## src/rtl/ap_handshake_profiler.sv

```systemverilog
// In-circuit profiler for NUM_CH HLS ap_start/ap_ready/ap_done/ap_continue handshakes.
// Define AP_PROFILER_MIN_LAT_EN to add a per-channel minimum-latency register (rd_sel 6).
module ap_handshake_profiler #(
  parameter int NUM_CH = 3,
  parameter int CNT_W  = 32,
  parameter int LAT_W  = 16
) (
  input  logic              clock,
  input  logic              reset,
  input  logic              finish,
  input  logic [NUM_CH-1:0] ap_start,
  input  logic [NUM_CH-1:0] ap_ready,
  input  logic [NUM_CH-1:0] ap_done,
  input  logic [NUM_CH-1:0] ap_continue,
  input  logic              clear,
  input  logic              rd_en,
  input  logic [3:0]        rd_ch,
  input  logic [2:0]        rd_sel,
  output logic              rd_valid,
  output logic [CNT_W-1:0]  rd_data,
  output logic              frozen,
  output logic [NUM_CH-1:0] overflow
);

  typedef enum logic [1:0] {
    ST_IDLE      = 2'd0,
    ST_BUSY      = 2'd1,
    ST_DONE_WAIT = 2'd2
  } state_e;

  localparam logic [CNT_W-1:0] CNT_MAX = '1;
  localparam logic [LAT_W-1:0] LAT_MAX = '1;

  state_e           state_q      [NUM_CH];
  state_e           state_d      [NUM_CH];
  logic [CNT_W-1:0] start_cnt_q  [NUM_CH];
  logic [CNT_W-1:0] start_cnt_d  [NUM_CH];
  logic [CNT_W-1:0] done_cnt_q   [NUM_CH];
  logic [CNT_W-1:0] done_cnt_d   [NUM_CH];
  logic [CNT_W-1:0] busy_cnt_q   [NUM_CH];
  logic [CNT_W-1:0] busy_cnt_d   [NUM_CH];
  logic [CNT_W-1:0] stall_cnt_q  [NUM_CH];
  logic [CNT_W-1:0] stall_cnt_d  [NUM_CH];
  logic [LAT_W-1:0] lat_cnt_q    [NUM_CH];
  logic [LAT_W-1:0] lat_cnt_d    [NUM_CH];
  logic [LAT_W-1:0] lat_last_q   [NUM_CH];
  logic [LAT_W-1:0] lat_last_d   [NUM_CH];
  logic [LAT_W-1:0] lat_max_q    [NUM_CH];
  logic [LAT_W-1:0] lat_max_d    [NUM_CH];
`ifdef AP_PROFILER_MIN_LAT_EN
  logic [LAT_W-1:0] lat_min_q    [NUM_CH];
  logic [LAT_W-1:0] lat_min_d    [NUM_CH];
`endif
  logic [NUM_CH-1:0] overflow_q, overflow_d;
  logic              frozen_q, frozen_d;
  logic              rd_valid_q, rd_valid_d;
  logic [CNT_W-1:0]  rd_data_q, rd_data_d;
  logic              upd_en;

  function automatic logic [CNT_W-1:0] cnt_inc(input logic [CNT_W-1:0] v, input logic en);
    if (en && (v != CNT_MAX)) return v + CNT_W'(1);
    return v;
  endfunction

  function automatic logic cnt_hit(input logic [CNT_W-1:0] v, input logic en);
    return en && (v == CNT_MAX);
  endfunction

  function automatic logic [LAT_W-1:0] lat_inc(input logic [LAT_W-1:0] v);
    if (v != LAT_MAX) return v + LAT_W'(1);
    return v;
  endfunction

  // The finish cycle itself is already excluded from the statistics.
  assign upd_en   = !frozen_q && !finish;
  assign frozen_d = frozen_q | finish;

  always_comb begin
    logic             start_ev, done_ev, busy_ev, stall_ev, complete;
    logic [LAT_W-1:0] lat_now, lat_done;
    overflow_d = overflow_q;
    for (int c = 0; c < NUM_CH; c++) begin
      state_d[c]     = state_q[c];
      start_cnt_d[c] = start_cnt_q[c];
      done_cnt_d[c]  = done_cnt_q[c];
      busy_cnt_d[c]  = busy_cnt_q[c];
      stall_cnt_d[c] = stall_cnt_q[c];
      lat_cnt_d[c]   = lat_cnt_q[c];
      lat_last_d[c]  = lat_last_q[c];
      lat_max_d[c]   = lat_max_q[c];
`ifdef AP_PROFILER_MIN_LAT_EN
      lat_min_d[c]   = lat_min_q[c];
`endif
      start_ev = ap_start[c] & ap_ready[c];
      done_ev  = ap_done[c] & ap_continue[c];
      busy_ev  = 1'b0;
      stall_ev = 1'b0;
      complete = 1'b0;
      lat_now  = lat_inc(lat_cnt_q[c]);
      lat_done = lat_cnt_q[c];
      if (!upd_en) begin
        // frozen: hold everything, including against clear
      end else if (clear) begin
        state_d[c]     = ST_IDLE;
        start_cnt_d[c] = '0;
        done_cnt_d[c]  = '0;
        busy_cnt_d[c]  = '0;
        stall_cnt_d[c] = '0;
        lat_cnt_d[c]   = '0;
        lat_last_d[c]  = '0;
        lat_max_d[c]   = '0;
`ifdef AP_PROFILER_MIN_LAT_EN
        lat_min_d[c]   = '1;
`endif
        overflow_d[c]  = 1'b0;
      end else begin
        case (state_q[c])
          ST_IDLE: begin
            if (ap_start[c]) begin
              state_d[c]   = ST_BUSY;
              lat_cnt_d[c] = LAT_W'(1);
              busy_ev      = 1'b1;
            end
          end
          ST_BUSY: begin
            busy_ev      = 1'b1;
            lat_cnt_d[c] = lat_now;
            if (done_ev) begin
              complete = 1'b1;
              lat_done = lat_now;
              if (ap_start[c]) begin
                lat_cnt_d[c] = LAT_W'(1);
              end else begin
                state_d[c] = ST_IDLE;
              end
            end else if (ap_done[c]) begin
              state_d[c] = ST_DONE_WAIT;
            end
          end
          ST_DONE_WAIT: begin
            stall_ev = 1'b1;
            if (ap_continue[c]) begin
              complete = 1'b1;
              lat_done = lat_cnt_q[c];
              if (ap_start[c]) begin
                state_d[c]   = ST_BUSY;
                lat_cnt_d[c] = LAT_W'(1);
              end else begin
                state_d[c] = ST_IDLE;
              end
            end
          end
          default: state_d[c] = ST_IDLE;
        endcase
        start_cnt_d[c] = cnt_inc(start_cnt_q[c], start_ev);
        done_cnt_d[c]  = cnt_inc(done_cnt_q[c], done_ev);
        busy_cnt_d[c]  = cnt_inc(busy_cnt_q[c], busy_ev);
        stall_cnt_d[c] = cnt_inc(stall_cnt_q[c], stall_ev);
        overflow_d[c]  = overflow_q[c] | cnt_hit(start_cnt_q[c], start_ev)
                       | cnt_hit(done_cnt_q[c], done_ev) | cnt_hit(busy_cnt_q[c], busy_ev)
                       | cnt_hit(stall_cnt_q[c], stall_ev);
        if (complete) begin
          lat_last_d[c] = lat_done;
          lat_max_d[c]  = (lat_done > lat_max_q[c]) ? lat_done : lat_max_q[c];
`ifdef AP_PROFILER_MIN_LAT_EN
          lat_min_d[c]  = (lat_done < lat_min_q[c]) ? lat_done : lat_min_q[c];
`endif
        end
      end
    end
  end

  // Read mux works on the registered (pre-update) statistics.
  always_comb begin
    rd_valid_d = rd_en;
    rd_data_d  = '0;
    if (rd_en) begin
      for (int c = 0; c < NUM_CH; c++) begin
        if (rd_ch == 4'(c)) begin
          case (rd_sel)
            3'd0: rd_data_d = start_cnt_q[c];
            3'd1: rd_data_d = done_cnt_q[c];
            3'd2: rd_data_d = busy_cnt_q[c];
            3'd3: rd_data_d = stall_cnt_q[c];
            3'd4: rd_data_d = CNT_W'(lat_last_q[c]);
            3'd5: rd_data_d = CNT_W'(lat_max_q[c]);
`ifdef AP_PROFILER_MIN_LAT_EN
            3'd6: rd_data_d = CNT_W'(lat_min_q[c]);
`else
            3'd6: rd_data_d = '0;
`endif
            default: rd_data_d = CNT_W'({overflow_q[c], state_q[c]});
          endcase
        end
      end
    end
  end

  always_ff @(posedge clock) begin
    if (reset) begin
      for (int c = 0; c < NUM_CH; c++) begin
        state_q[c]     <= ST_IDLE;
        start_cnt_q[c] <= '0;
        done_cnt_q[c]  <= '0;
        busy_cnt_q[c]  <= '0;
        stall_cnt_q[c] <= '0;
        lat_cnt_q[c]   <= '0;
        lat_last_q[c]  <= '0;
        lat_max_q[c]   <= '0;
`ifdef AP_PROFILER_MIN_LAT_EN
        lat_min_q[c]   <= '1;
`endif
      end
      overflow_q <= '0;
      frozen_q   <= 1'b0;
      rd_valid_q <= 1'b0;
      rd_data_q  <= '0;
    end else begin
      for (int c = 0; c < NUM_CH; c++) begin
        state_q[c]     <= state_d[c];
        start_cnt_q[c] <= start_cnt_d[c];
        done_cnt_q[c]  <= done_cnt_d[c];
        busy_cnt_q[c]  <= busy_cnt_d[c];
        stall_cnt_q[c] <= stall_cnt_d[c];
        lat_cnt_q[c]   <= lat_cnt_d[c];
        lat_last_q[c]  <= lat_last_d[c];
        lat_max_q[c]   <= lat_max_d[c];
`ifdef AP_PROFILER_MIN_LAT_EN
        lat_min_q[c]   <= lat_min_d[c];
`endif
      end
      overflow_q <= overflow_d;
      frozen_q   <= frozen_d;
      rd_valid_q <= rd_valid_d;
      rd_data_q  <= rd_data_d;
    end
  end

  assign rd_valid = rd_valid_q;
  assign rd_data  = rd_data_q;
  assign frozen   = frozen_q;
  assign overflow = overflow_q;

endmodule

```

## config.mk

```make
export PLATFORM = sky130hd
export DESIGN_NAME = ap_handshake_profiler
export DESIGN_NICKNAME = d
export VERILOG_FILES = /design/src/rtl/ap_handshake_profiler.sv
export SDC_FILE = /design/constraint.sdc
export NUM_CORES = 2
export LEC_CHECK = 0
export ABC_AREA = 1
export BUFFER_PORTS_ARGS = -buffer_cell sky130_fd_sc_hd__buf_2
export CAP_MARGIN = 10
export CORE_UTILIZATION = 46
export DETAILED_ROUTE_END_ITERATION = 8
export PLACE_DENSITY = 0.7
export SLEW_MARGIN = 20
export SYNTH_ARGS = -nofsm -noshare
export SYNTH_HDL_FRONTEND = slang
export SYNTH_SLANG_ARGS = --single-unit
```

## constraint.sdc

```tcl
create_clock -name clock -period 2.8 [get_ports clock]
set_input_delay 0.56 -clock clock [delete_from_list [all_inputs] [get_ports clock]]
set_output_delay 0.56 -clock clock [all_outputs]
set_load 0.01 [all_outputs]
```

==> summary.txt <==
Routed Antenna Nets - 0
RSZ-0062 raised after global routing - yes
Multi-input gate area - 24,400 sq um
nets - 6,788
Top Metal Used - met5
average wire per standard cell - 19.8 um
P_leak - 17.1 nW
total of max-cap violations - 0
clock power share - 48.4%
HPWL Detailed - 114 mm
Psw - 5.44 mW
die width - 292 um
top_reg_cell synth - dfxtp_1
Post-synth EDFFs - 0
most common cell in the synthesized netlist - nand2_1
endpoints failing hold - 0
status - completed
sequential share of power - 41.0%
layout cells sized above 1 - 12.9%
Setup crit end kind - flip-flop
Initial Util - 46.4%
DRC violation count after routing - 0
initial antenna violation count - 7
post-route cell area - 45,800 sq um
WP data arrival - 3.33 ns
worst slew pin tran - 1.48 ns
first-pass GRT wire length - 233 mm
CP startpoint kind - flip-flop
CTS buffer count - 71
final setup margin - 0.0127 ns
DR WL met2 - 65.2 mm
Min Hold Slack - 0.239 ns
gr ovfl total - 0
port bufs - 60
Post-Syn Area - 38,700 sq um
Seq/Total Area, Yosys - 29.5%
Layout area overhead - 18.2%
sw frac - 27.1%
Placed Cells incl. Taps - 7,645
Hold Crit Class - input port to flip-flop
row count - 106
Register Area - 11,500 sq um
yosys warns - 0
reg2reg setup slack - 0.01 ns
Gate Count Post-Synth - 6,464
Crit Path Class - flip-flop to flip-flop
CP max FO - 6
power per cell area - 439 nW/um^2
vias in the first global route - 40,100
Clock Latency Late Sink - 0.65 ns
DR vias - 44,900
global placement routability congestion - 1.03
dpl ws - -0.303 ns
fin cells - 7,825
power after layout - 20.1 mW
dominant cell type by area after synthesis - dfxtp_1
commonest cells in the netlist - 1,931 x nand2_1, 858 x nor2_1, 630 x inv_1
die area - 85,400 sq um
largest net degree at the start of global routing - 195
core footprint - 83,400 sq um
final setup fails - 0
Max H-tree Level - 3
dpl cell area - 42,000 sq um
Seq cells post-synth - 571
minimum clock period - 2.79 ns
fillers - 8,414
worst-case clock buffer depth - 3
io pins - 61
Rel. slew slack - 1.03%
die height - 292 um
combinational power share - 10.7%
final worst-path cycle share - 99.5%
fin util - 54.9%
Post-synth ARST share - 0%
Fmax achieved - 359 MHz
final setup TNS - 0 ns
Slew Limit Fails - 0
WL met3 - 16.4 mm
internal power - 14.7 mW
drt initial violations - 5,866
M1 WL - 65.5 mm
drt first pass iters - 7
All-Layer GR Usage - 34.7%
clk sinks - 571
area share of the largest cell type after synthesis - 29.5%
Synth Net Count - 6,563
worst vdd ir - 0.457 mV
Max Clock Skew - 0.0302 ns
Diodes inserted - 0
CTS tree - built
clock root buffer - clkbuf_16
Worst-path clk slew - 0.07 ns
drt via density - 5.74
Worst EP required - 3.34 ns
Routed WL - 155 mm
Yosys cell types - 56
synth top area cells - dfxtp_1 30%, nand2_1 19%, nor2_1 8.3%
syn_area_per_cell - 5.99 sq um
-- cell usage in the layout (no fill, tap or decap), drive strengths merged, types with 166 or more instances in the layout --
master	synthesis	layout
dfxtp	571	571
nand3	554	554
nor3	208	208
o21ai	215	215
xor2	166	166
buf	141	424
inv	661	664
a21oi	580	580
nor2	875	875
nand2	1954	1957
-- worst max-delay path, stage by stage, from the launching register on --
cell and delay, ns:
dfxtp_4 0.37, ha_4 0.16, nand3_4 0.10, nor3_4 0.23, buf_6 0.15, nand2_2 0.05, nand2_2 0.07, nand2_2 0.06
o21ai_2 0.15, inv_2 0.07, ha_4 0.25, nand4_1 0.10, nor3_2 0.22, nand2_1 0.07, nand2_1 0.08, nand2_2 0.08
nand2_4 0.12, buf_6 0.15, nand3_2 0.07, nand2_1 0.07, nor2_1 0.05
-- registers in the layout, indices dropped and copies added, names as in the netlist --
register and count:
busy_cnt_q 96, done_cnt_q 96, stall_cnt_q 96, start_cnt_q 96
lat_cnt_q 48, lat_last_q 48, lat_max_q 48, rd_data 32
state_q 6, overflow 3, frozen 1, rd_valid 1
-- cell type report --
type / count / area share [%]
clock buffer: 105 / 4.65
clock inverter: 24 / 0.629
inverter: 663 / 5.49
multi-input combinational: 4955 / 53.3
sequential: 571 / 25.1
tap: 1080 / 2.95
timing repair buffer: 427 / 7.93
-- power by group through the flow --
stage | logic (mW) | clock network (mW) | registers (mW)
floorplan | 1.19 | 0 | 8.40
global placement | 1.89 | 0 | 8.41
detailed placement | 1.91 | 0 | 8.41
CTS | 1.94 | 9.80 | 8.24
global route | 2.28 | 10.1 | 8.24
finish | 2.14 | 9.72 | 8.24
-- cell families (layout without fill, tap and decap cells) --
kind of cell / Yosys count / after routing / synth area share (%)
XOR/XNOR: 179 / 179 / 4.05
AO/OA/AOI/OAI: 962 / 962 / 13.5
flip-flops: 571 / 571 / 29.5
adder cells (fa/ha/maj): 75 / 75 / 2.42
AND/OR/NAND/NOR: 3736 / 3739 / 40.5
buffers and inverters: 941 / 1219 / 9.97
-- timing repair --
item	in CTS	in global routing
gates cloned	0	7
endpoints found under the hold margin	0	0
buffers inserted	5	39
hold buffers	0	0
gates resized for setup	18	251
pin swaps	3	86
endpoints found under the setup margin	47	48
-- final timing paths --
path | start | to | depth (start not counted)
max | lat_cnt_q[0][33]$_SDFFE_PP0P_ | lat_max_q[0][47]$_SDFFE_PP0P_ | 20
min | reset | lat_cnt_q[0][14]$_SDFFE_PP0P_ | 2
max reg2reg | lat_cnt_q[0][33]$_SDFFE_PP0P_ | lat_max_q[0][47]$_SDFFE_PP0P_ | 20
min reg2reg | lat_max_q[0][42]$_SDFFE_PP0P_ | lat_max_q[0][42]$_SDFFE_PP0P_ | 2
-- metal layers --
layer / track usage [%] / vias to the layer above
met3: 7.19 / 375
li1: - / 21400
met5: 0 / -
met1: 48.2 / 20800
met2: 51.5 / 2358
met4: 15.4 / 14
No activity file was read; power rests on OpenSTA's default activity.
